## src/rtl/serial_pkg.sv

```systemverilog
`default_nettype none
// ============================================================================
//  Module      : serial_pkg
//  Description : Shared constants, receiver FSM state encoding and bit-timing
//                helper for the 8N1 serial receive path.
//  Revision    : 1.0 - initial release
// ============================================================================
package serial_pkg;

    // 8N1 framing
    localparam int   c_DATA_BITS = 8;
    localparam logic c_LINE_IDLE = 1'b1;
    localparam logic c_START_BIT = 1'b0;
    localparam logic c_STOP_BIT  = 1'b1;

    // Receiver FSM states
    typedef enum logic [2:0] {
        ST_IDLE      = 3'd0,
        ST_START     = 3'd1,
        ST_DATA      = 3'd2,
        ST_STOP      = 3'd3,
        ST_WAIT_IDLE = 3'd4
    } rx_state_t;

    // Clock cycles per bit period, truncated
    function automatic int clks_per_bit(input int clk_hz, input int baud);
        return clk_hz / baud;
    endfunction

endpackage
`default_nettype wire

```

## src/rtl/sync_fifo.sv

```systemverilog
`default_nettype none
// ============================================================================
//  Module      : sync_fifo
//  Description : First-word fall-through FIFO with valid/ready read side,
//                occupancy output and an overrun strobe for pushes that
//                find the FIFO full with no simultaneous pop.
//  Revision    : 1.0 - initial release
// ============================================================================
module sync_fifo #(
    parameter int WIDTH = 8,
    parameter int DEPTH = 16
) (
    input  logic                     clk,
    input  logic                     rst_n,
    input  logic                     i_push,
    input  logic [WIDTH-1:0]         i_push_data,
    output logic [WIDTH-1:0]         o_data,
    output logic                     o_valid,
    input  logic                     i_ready,
    output logic [$clog2(DEPTH):0]   o_level,
    output logic                     o_overrun
);

    localparam int AW = $clog2(DEPTH);
    localparam logic [AW:0] c_PTR_ONE = 1;

    logic [WIDTH-1:0] r_mem [DEPTH];
    logic [AW:0]      r_wr_ptr;
    logic [AW:0]      r_rd_ptr;

    logic             w_empty;
    logic             w_full;
    logic             w_pop;
    logic             w_wr_en;

    // Pointers carry one extra wrap bit so full and empty are distinguishable
    assign w_empty   = (r_wr_ptr == r_rd_ptr);
    assign w_full    = (r_wr_ptr[AW] != r_rd_ptr[AW]) &&
                       (r_wr_ptr[AW-1:0] == r_rd_ptr[AW-1:0]);
    assign w_pop     = ~w_empty & i_ready;
    // A pop in the same cycle frees the slot, so a push into a full FIFO still lands
    assign w_wr_en   = i_push & (~w_full | w_pop);
    assign o_overrun = i_push & w_full & ~w_pop;

    assign o_valid   = ~w_empty;
    assign o_level   = r_wr_ptr - r_rd_ptr;
    // Head entry is driven straight from storage; forced to zero while empty
    assign o_data    = w_empty ? '0 : r_mem[r_rd_ptr[AW-1:0]];

    // Pointer update
    always_ff @(posedge clk or negedge rst_n) begin
        if (!rst_n) begin
            r_wr_ptr <= '0;
            r_rd_ptr <= '0;
        end else begin
            if (w_wr_en) r_wr_ptr <= r_wr_ptr + c_PTR_ONE;
            if (w_pop)   r_rd_ptr <= r_rd_ptr + c_PTR_ONE;
        end
    end

    // Storage write; contents need no reset because reads are gated by empty
    always_ff @(posedge clk) begin
        if (w_wr_en) r_mem[r_wr_ptr[AW-1:0]] <= i_push_data;
    end

endmodule
`default_nettype wire

```

## src/rtl/serial_rx_fifo.sv

```systemverilog
`default_nettype none
// ============================================================================
//  Module      : serial_rx_fifo
//  Description : 8N1 asynchronous serial receiver feeding a byte FIFO that
//                is presented as a valid/ready stream. Flags framing errors
//                (stop bit low) and overruns (byte arrives with FIFO full).
//  Revision    : 1.0 - initial release
// ============================================================================
module serial_rx_fifo
    import serial_pkg::*;
#(
    parameter int CLK_HZ     = 16_000_000,
    parameter int BAUD       = 115_200,
    parameter int FIFO_DEPTH = 16
) (
    input  logic                          clk,
    input  logic                          rst_n,
    input  logic                          rx_i,
    output logic [7:0]                    data_o,
    output logic                          valid_o,
    input  logic                          ready_i,
    output logic [$clog2(FIFO_DEPTH):0]   level_o,
    output logic                          busy_o,
    output logic                          frame_err_o,
    output logic                          overrun_o
);

    localparam int CLKS_PER_BIT = clks_per_bit(CLK_HZ, BAUD);
    localparam int CNT_W        = $clog2(CLKS_PER_BIT);
    localparam int BIT_W        = $clog2(c_DATA_BITS);

    localparam logic [CNT_W-1:0] c_HALF_LOAD = CNT_W'(CLKS_PER_BIT / 2 - 1);
    localparam logic [CNT_W-1:0] c_FULL_LOAD = CNT_W'(CLKS_PER_BIT - 1);
    localparam logic [CNT_W-1:0] c_CNT_ONE   = 1;
    localparam logic [BIT_W-1:0] c_BIT_ONE   = 1;
    localparam logic [BIT_W-1:0] c_LAST_BIT  = BIT_W'(c_DATA_BITS - 1);

    logic             r_sync1;
    logic             r_sync2;
    logic             r_sync_prev;
    rx_state_t        r_state;
    rx_state_t        w_state_next;
    logic [CNT_W-1:0] r_baud_cnt;
    logic [BIT_W-1:0] r_bit_cnt;
    logic [7:0]       r_shift;
    logic             r_push;
    logic [7:0]       r_push_data;
    logic             r_frame_err;

    logic             w_tick;
    logic             w_fall;
    logic             w_load_half;
    logic             w_load_full;
    logic             w_sample_bit;
    logic             w_push;
    logic             w_ferr;

    // Two-flop synchroniser plus one history flop for falling-edge detection
    always_ff @(posedge clk or negedge rst_n) begin
        if (!rst_n) begin
            r_sync1     <= c_LINE_IDLE;
            r_sync2     <= c_LINE_IDLE;
            r_sync_prev <= c_LINE_IDLE;
        end else begin
            r_sync1     <= rx_i;
            r_sync2     <= r_sync1;
            r_sync_prev <= r_sync2;
        end
    end

    assign w_fall = r_sync_prev & ~r_sync2;
    assign w_tick = (r_baud_cnt == '0);

    // FSM state register
    always_ff @(posedge clk or negedge rst_n) begin
        if (!rst_n) r_state <= ST_IDLE;
        else        r_state <= w_state_next;
    end

    // FSM next state and datapath strobes
    always_comb begin
        w_state_next = r_state;
        w_load_half  = 1'b0;
        w_load_full  = 1'b0;
        w_sample_bit = 1'b0;
        w_push       = 1'b0;
        w_ferr       = 1'b0;
        case (r_state)
            ST_IDLE: begin
                if (w_fall) begin
                    w_state_next = ST_START;
                    w_load_half  = 1'b1;
                end
            end
            ST_START: begin
                if (w_tick) begin
                    if (r_sync2 == c_START_BIT) begin
                        w_state_next = ST_DATA;
                        w_load_full  = 1'b1;
                    end else begin
                        // Line back high at mid start bit: a glitch, not a frame
                        w_state_next = ST_IDLE;
                    end
                end
            end
            ST_DATA: begin
                if (w_tick) begin
                    w_sample_bit = 1'b1;
                    w_load_full  = 1'b1;
                    if (r_bit_cnt == c_LAST_BIT) w_state_next = ST_STOP;
                end
            end
            ST_STOP: begin
                if (w_tick) begin
                    if (r_sync2 == c_STOP_BIT) begin
                        w_push       = 1'b1;
                        w_state_next = ST_IDLE;
                    end else begin
                        w_ferr       = 1'b1;
                        w_state_next = ST_WAIT_IDLE;
                    end
                end
            end
            ST_WAIT_IDLE: begin
                // A held-low line (break) must not be mistaken for a new start bit
                if (r_sync2 == c_LINE_IDLE) w_state_next = ST_IDLE;
            end
            default: w_state_next = ST_IDLE;
        endcase
    end

    // Baud counter: half a bit to reach mid start bit, then whole bits
    always_ff @(posedge clk or negedge rst_n) begin
        if (!rst_n)           r_baud_cnt <= '0;
        else if (w_load_half) r_baud_cnt <= c_HALF_LOAD;
        else if (w_load_full) r_baud_cnt <= c_FULL_LOAD;
        else if (!w_tick)     r_baud_cnt <= r_baud_cnt - c_CNT_ONE;
    end

    // Bit counter and LSB-first shift register
    always_ff @(posedge clk or negedge rst_n) begin
        if (!rst_n) begin
            r_bit_cnt <= '0;
            r_shift   <= '0;
        end else if (w_load_half) begin
            r_bit_cnt <= '0;
        end else if (w_sample_bit) begin
            r_bit_cnt <= r_bit_cnt + c_BIT_ONE;
            r_shift   <= {r_sync2, r_shift[7:1]};
        end
    end

    // Stop-bit outcome registered: push or framing error lands one cycle later
    always_ff @(posedge clk or negedge rst_n) begin
        if (!rst_n) begin
            r_push      <= 1'b0;
            r_push_data <= '0;
            r_frame_err <= 1'b0;
        end else begin
            r_push      <= w_push;
            r_frame_err <= w_ferr;
            if (w_push) r_push_data <= r_shift;
        end
    end

    assign busy_o      = (r_state != ST_IDLE);
    assign frame_err_o = r_frame_err;

    sync_fifo #(
        .WIDTH (8),
        .DEPTH (FIFO_DEPTH)
    ) u_fifo (
        .clk         (clk),
        .rst_n       (rst_n),
        .i_push      (r_push),
        .i_push_data (r_push_data),
        .o_data      (data_o),
        .o_valid     (valid_o),
        .i_ready     (ready_i),
        .o_level     (level_o),
        .o_overrun   (overrun_o)
    );

endmodule
`default_nettype wire
```

## config.mk

```make
export PLATFORM = sky130hd
export DESIGN_NAME = serial_rx_fifo
export DESIGN_NICKNAME = d
export VERILOG_FILES = /design/src/rtl/serial_pkg.sv /design/src/rtl/sync_fifo.sv /design/src/rtl/serial_rx_fifo.sv
export SDC_FILE = /design/constraint.sdc
export NUM_CORES = 1
export LEC_CHECK = 0
export ABC_AREA = 1
export CAP_MARGIN = 20
export CORE_ASPECT_RATIO = 0.9
export CORE_UTILIZATION = 48
export DETAILED_ROUTE_END_ITERATION = 8
export GPL_TIMING_DRIVEN = 0
export SLEW_MARGIN = 20
export SYNTH_ARGS = -nofsm -noshare
export SYNTH_HDL_FRONTEND = slang
export SYNTH_SLANG_ARGS = --single-unit
```

## constraint.sdc

```tcl
create_clock -name clk -period 4.1 [get_ports clk]
set_input_delay 0.82 -clock clk [delete_from_list [all_inputs] [get_ports clk]]
set_output_delay 0.82 -clock clk [all_outputs]
set_load 0.02 [all_outputs]
```

==> out/qor.txt, run 1 <==
CP endpoint: data_o[4]
arrival time at the worst endpoint: 3.02 ns
top-area cell type share of the netlist area: 0.4925
Layout Nets: 859
First DRT Iteration DRCs: 409
vias after detailed routing: 5341
first-pass GRT wire length: 27.37 mm
Ant. Diodes: 0
Worst-Skew Late Latency: 0.44 ns
vias in the first global route: 5091
clock sinks: 173
CTS buffer count: 17
max incr delay on CP: 0.55 ns
final setup TNS: 0 ns
r2r worst-path depth: 11
Yosys reg bits: 173
TritonCTS clock tree: done
Port Buffers: 20
post-synth cell types: 32
Synth warnings: 0
Initial Utilization: 0.4985
Chip Height: 123.0 µm
worst r2r src: u_fifo.r_rd_ptr[1]
worst setup path start: u_fifo.r_rd_ptr[1]
Hold Fails Final Rpt: 0
most frequent CP cell: buf_2
final worst path period need: 3.841 ns
clock skew: 0.01113 ns
post-synth top area cell: edfxtp_1
CP Class: reg2out
DRT Wirelength: 17.52 mm
largest net degree at the start of global routing: 35
GPL Wtd Cong: 0.8504
Worst-Margin Slew: 0.8763 ns
fraction of registers with async set/reset: 0.2601
Max Cap Viol: 0
Final Max Tran Viols: 0
Seq/Total Area, Yosys: 0.6372
clk slew on worst S/H paths: 0.07 ns
Cell Area, Synth: 0.007805 mm²
unrepaired setup endpoints after global routing: false
DP HPWL: 12.00 mm
die area: 0.01678 mm²
Min-Delay Path Class: in2async
synth cell count leaders: nand2_1 (277), edfxtp_1 (128), inv_1 (117), nand3_1 (84), dfrtp_1 (42)
Die X: 136.4 µm
Syn Area/Cell: 9.744 µm²
share of cells above drive strength 1: 0.09251
Fillers: 1334
CP cell instances: buf_2 -> clkinvlp_4 -> buf_2 -> ha_1 -> nand2_1 -> nor2_1 -> nand3_2 -> inv_2 -> a21oi_1 -> clkdlybuf4s50_1
Worst Path Required: 3.28 ns
syn_nets: 819
internal reg-to-reg setup slack: 1.01 ns
number of antenna violations at the first check in global routing: 0
H-tree depth: 4
crit path launch type: register
total power: 0.005847 W
clk buf depth: 2
FMAX: 0.2603 GHz
area delta synth->final: 12.81%
crit share post-route: 0.9369
Peak VDD IR: 0.0004242 V
Worst R2R End: u_fifo.r_mem[6][3]
GR Util All Layers: 0.2284
Top FF cell, synth: edfxtp_1
core area: 0.01566 mm²
drt first pass iters: 5
Wirelength per Cell: 16.59 µm
Post-synth EDFFs: 128
worst-path fanout max: 10
Slew Limit Headroom: 0.4137
Leak: 3.862 nW
Row Count: 43
leading cell type by number of instances after synthesis: nand2_1
outcome: finished clean
post-CTS setup buffers: 0
top post-synthesis cells by area: edfxtp_1 (49%), dfrtp_1 (13%), nand2_1 (13%), inv_1 (5.6%), nand3_1 (5.4%)
Pwr per Cell Area: 664.1 mW/mm²
global route overflow: 0
CTS Root Cell: clkbuf_16
io pins: 21
CP endpoint kind: output pin
drt via density: 5.058
Hold Slack: 0.2688 ns
ANT nets after route: 0
DRC Markers: 0
setup violators final: 0
Syn Inst Count: 801
critical-path cell with the highest stage delay: clkdlybuf4s50_1
==> cell type report <==
class                      instances  area (µm²)  share of cell area
clock buffer                      18       429.2             0.04874
multi-input combinational        479        2223              0.2525
buffer                            27       155.1             0.01762
timing repair buffer              21       214.0             0.02430
clock inverter                    14       95.09             0.01080
tap                              202       252.7             0.02871
inverter                         122       461.7             0.05244
sequential                       173        4974              0.5649
==> stage by stage <==
stage	worst slack, ns	instance area [µm²]	utilization	std cells
global route	0.08126	8805	0.5624	1056
global placement	0.4469	8258	0.5275	1023
detailed placement	0.4538	8273	0.5284	1024
floorplan	1.213	7805	-	801
finish	0.2589	8805	0.5624	1056
CTS	0.02499	8796	0.5618	1056
==> state kept, by name, summed over array words and instances (netlist names) <==
signal / flops
r_sync1: 1
r_push_data: 8
r_shift: 8
r_sync2: 1
r_bit_cnt: 3
r_sync_prev: 1
u_fifo.r_rd_ptr: 5
u_fifo.r_mem: 128
u_fifo.r_wr_ptr: 5
r_baud_cnt: 8
r_push: 1
frame_err_o: 1
r_state: 3
==> how the worst min path moves through the flow <==
| stage | startpoint | end |
|---|---|---|
| after global routing | rst_n | r_state[2] |
| after detailed placement | r_sync1 | r_sync2 |
| after floorplan | r_sync1 | r_sync2 |
| after global placement | r_sync1 | r_sync2 |
| after CTS | rst_n | r_state[2] |
| final | rst_n | r_baud_cnt[0] |
==> cell usage in the layout (no fill, tap or decap), types with 2 or more instances in the layout <==
| cell | Yosys | routed |
|---|---|---|
| a21oi_1 | 13 | 13 |
| buf_2 | 16 | 17 |
| buf_4 | 5 | 5 |
| buf_6 | 2 | 2 |
| clkbuf_1 | 4 | 5 |
| clkbuf_16 | 0 | 17 |
| clkdlybuf4s50_1 | 0 | 18 |
| clkinv_2 | 0 | 6 |
| clkinv_4 | 0 | 3 |
| clkinvlp_4 | 0 | 2 |
| dfrtp_1 | 42 | 42 |
| dfstp_2 | 3 | 3 |
| edfxtp_1 | 128 | 128 |
| ha_1 | 13 | 13 |
| inv_1 | 117 | 116 |
| inv_2 | 3 | 4 |
| inv_6 | 0 | 3 |
| nand2_1 | 277 | 277 |
| nand2_2 | 4 | 4 |
| nand3_1 | 84 | 83 |
| nand3_2 | 1 | 2 |
| nand4_1 | 4 | 4 |
| nor2_1 | 29 | 29 |
| nor2_2 | 6 | 6 |
| nor3_1 | 2 | 2 |
| o21ai_0 | 18 | 18 |
| o21ai_1 | 9 | 9 |
| xnor2_1 | 3 | 3 |
| xor2_1 | 8 | 8 |
==> power by group <==
part | total [W] | internal, W | switching (W)
sequential | 0.00204 | 0.00195 | 0.0000907
clock | 0.00145 | 0.000773 | 0.000679
combinational | 0.00235 | 0.000858 | 0.00149
total | 0.00585 | 0.00358 | 0.00226
==> critical path: cells and delay by family (launching register included) <==
kind | cells | cell delay (ns)
compound gates | 1 | 0.08
buf+inv | 5 | 1.38
simple gates | 3 | 0.42
flops | 1 | 0.40
fa+ha+maj | 1 | 0.31
==> logic make-up after synthesis <==
family,share of synthesized area
AO/OA/AOI/OAI,0.02805
XOR/XNOR,0.01234
adder cells (fa/ha/maj),0.02341
buffers and inverters,0.07855
flip-flops,0.6372
AND/OR/NAND/NOR,0.2204
==> routing by layer <==
metal / routed length, µm / track usage
met2: 8087 / 0.3512
met4: 273 / 0.06875
met5: 0 / 0
met1: 8342 / 0.3208
met3: 818 / 0.05781
==> what timing repair did <==
action                     4_1_cts  5_1_grt
setup endpoints to repair        1        8
gates resized for setup          1        3
hold buffers                     0        0
Power figures use the tool's default switching activity.
==> inputs of run 2 (changes only) <==
--- a/config.mk
+++ b/config.mk
@@ -9,6 +9,7 @@
 export CAP_MARGIN = 20
 export CORE_ASPECT_RATIO = 0.9
 export CORE_UTILIZATION = 48
+export CTS_CLUSTER_DIAMETER = 80
 export DETAILED_ROUTE_END_ITERATION = 8
 export GPL_TIMING_DRIVEN = 0
 export SLEW_MARGIN = 20
==> results of run 2 <==
The final DEF is identical to that of run 1; final timing and power are the same.
==> inputs of run 3 (changes only) <==
--- a/config.mk
+++ b/config.mk
@@ -15,4 +15,5 @@
 export SLEW_MARGIN = 20
 export SYNTH_ARGS = -nofsm -noshare
 export SYNTH_HDL_FRONTEND = slang
+export SYNTH_HIERARCHICAL = 1
 export SYNTH_SLANG_ARGS = --single-unit
==> run 3 against run 2 <==
  * Critical path depth did not move
  * Non-clock buffer count fell by 2
  * Synthesized cell count rose by 0.25%
  * Fmax fell by 1.9%
  * Setup slack got worse by 0.076 ns
  * Hold slack improved by 0.084 ns
  * Flip-flop and latch count did not move
  * Count of clock-buffer cells in the layout rose by 1
  * Largest cell class unchanged
  * Highest routed layer unchanged
==> out/qor.txt, run 3 <==
outcome: finished clean
final worst slack: 0.1833 ns
Top Usage Layer GRT: met2
vias after detailed routing: 5398
Hold Slack: 0.3531 ns
syn_nets: 821
die area: 0.01708 mm²
crit path launch type: register
Placed Cells: 1031
arrival time at the worst endpoint: 3.10 ns
clk slew on worst S/H paths: 0.07 ns
Peak VDD IR: 0.0004953 V
Worst-Margin Slew: 0.8497 ns
Pwr per Cell Area: 644.7 mW/mm²
H-tree depth: 4
share of cells above drive strength 1: 0.1029
GR Util All Layers: 0.2218
TritonCTS clock tree: done
Wirelength per Cell: 16.56 µm
GPL Wtd Cong: 0.8402
DRT Wirelength: 17.59 mm
area delta synth->final: 13.30%
number of flip-flops in the largest register: 128
top post-synthesis cells by area: edfxtp_1 (48%), dfrtp_1 (13%), nand2_1 (13%), inv_1 (5.6%), nand3_1 (5.1%)
number of antenna violations at the first check in global routing: 0
CTS buffer count: 17
Slew Limit Headroom: 0.4314
top-area cell type share of the netlist area: 0.4836
Cell Area, Synth: 0.007948 mm²
Worst-Skew Late Latency: 0.42 ns
Min-Delay Path Class: in2async
io pins: 21
worst-path fanout max: 11
most frequent cells in the layout: nand2_1 (272), edfxtp_1 (128), inv_1 (119)
post-synth cell types: 34
Yosys reg bits: 173
met3 usage: 0.05495
fraction of registers with async set/reset: 0.2601
largest net degree at the start of global routing: 27
First DRT Iteration DRCs: 328
Port Buffers: 20
first-pass GRT wire length: 27.00 mm
Row Count: 44
commonest non-fill, non-tap cell in the layout: nand2_1
Worst Path Required: 3.28 ns
DP HPWL: 12.08 mm
Fillers: 1400
Layout Nets: 860
post-synth top area cell: edfxtp_1
crit share post-route: 0.9553
drt first pass iters: 6
final setup TNS: 0 ns
core area: 0.01619 mm²
Post-synth EDFFs: 128
clock skew: 0.008737 ns
Final Max Tran Viols: 0
clock sinks: 173
unrepaired setup endpoints after global routing: false
Post-CTS Hold Buffers: 0
area of the multi-input gates: 0.002321 mm²
DP Worst Slack: 0.4633 ns
global route overflow: 0
leading cell type by number of instances after synthesis: nand2_1
vias in the first global route: 5054
Top FF cell, synth: edfxtp_1
final worst path period need: 3.917 ns
Leak: 4.018 nW
met2 global-route usage: 0.3599
Chip Height: 124.1 µm
ANT nets after route: 0
Die X: 137.6 µm
FMAX: 0.2553 GHz
DRC Markers: 0
Ant. Diodes: 0
Max Cap Viol: 0
synth cell count leaders: nand2_1 (272), edfxtp_1 (128), inv_1 (119), nand3_1 (81), dfrtp_1 (42)
Synth warnings: 6
non-filler cells, final: 1062
CTS Root Cell: clkbuf_16
clk buf depth: 2
met1 usage: 0.3016
Seq/Total Area, Yosys: 0.6258
Syn Inst Count: 803
register area: 0.004974 mm²
drt via density: 5.083
post-CTS setup buffers: 0
CP Class: reg2out
Syn Area/Cell: 9.897 µm²
setup violators final: 0
CP endpoint kind: output pin
Hold Fails Final Rpt: 0
Initial Utilization: 0.4910
-- run 3: cell types whose count changed in the layout (fill, tap and decap cells not counted), sizes merged, moves of 3 or more --
| cell | previous run | this run |
|---|---|---|
| nand2 | 281 | 276 |
| a21oi | 13 | 16 |
| bufinv | 0 | 3 |
| nor2 | 36 | 43 |
| nand4 | 4 | 1 |
-- run 3: where the power goes --
part / leakage (nW) / total [W] / switching (W) / internal (W)
sequential: 1.77 / 0.00203 / 0.0000854 / 0.00195
combinational: 1.97 / 0.00219 / 0.00139 / 0.000802
clock: 0.277 / 0.00158 / 0.000632 / 0.000950
total: 4.02 / 0.00581 / 0.00211 / 0.00370
-- run 3: stage by stage --
step,instance area [µm²],util,total power [W]
after floorplan,7948,-,0.003496
after global placement,8407,0.5194,0.004214
after detailed placement,8422,0.5203,0.004248
after CTS,9004,0.5563,0.005848
after global routing,9005,0.5564,0.006139
final,9005,0.5564,0.005806
-- run 3: path summary, 6_finish.rpt --
check	from	endpoint	slack [ns]	cells past startpoint
max	u_fifo/r_rd_ptr[1]	data_o[4]	0.18	10
min	rst_n	r_baud_cnt[1]	0.35	1
max reg2reg	u_fifo/r_rd_ptr[1]	u_fifo/r_mem[6][5]	1.14	9
min reg2reg	r_sync1	r_sync2	0.36	0
max in group asynchronous	rst_n	u_fifo/r_wr_ptr[0]	3.24	2
min in group clk	r_sync1	r_sync2	0.36	0
-- run 3: cells by family after synthesis --
| logic type | after synthesis | synth area share |
|---|---|---|
| AND/OR/NAND/NOR | 407 | 0.2174 |
| adder cells (fa/ha/maj) | 14 | 0.02299 |
| flip-flops | 173 | 0.6258 |
| AO/OA/AOI/OAI | 44 | 0.03526 |
| XOR/XNOR | 14 | 0.01637 |
| buffers and inverters | 151 | 0.08218 |
-- run 3: area by class of cell --
type | instances | share of cell area
multi-input combinational | 479 | 0.2577
tap | 207 | 0.02876
timing repair buffer | 21 | 0.02445
buffer | 25 | 0.02001
inverter | 125 | 0.05224
sequential | 173 | 0.5523
clock inverter | 13 | 0.01640
clock buffer | 19 | 0.04808
-- run 3: what timing repair did --
| item | CTS | global route |
|---|---|---|
| setup endpoints to repair | 1 | 2 |
| resized for setup | 1 | 2 |
| endpoints found under the hold margin | 0 | 0 |
-- run 3: worst max-delay path, stage by stage, from the launching register on --
cell	delay (ns)
dfrtp_1	0.35
buf_2	0.22
clkinv_2	0.16
buf_2	0.25
ha_1	0.32
nand2_1	0.11
nor2_4	0.06
nand2_1	0.20
inv_1	0.17
a21oi_1	0.21
clkdlybuf4s50_1	0.64
-- run 3: layer usage --
metal | routed length [µm] | up-vias
li1 | - | 2638
met1 | 7794 | 2611
met2 | 8606 | 131
met3 | 994 | 18
met4 | 194 | 0
met5 | 0 | -
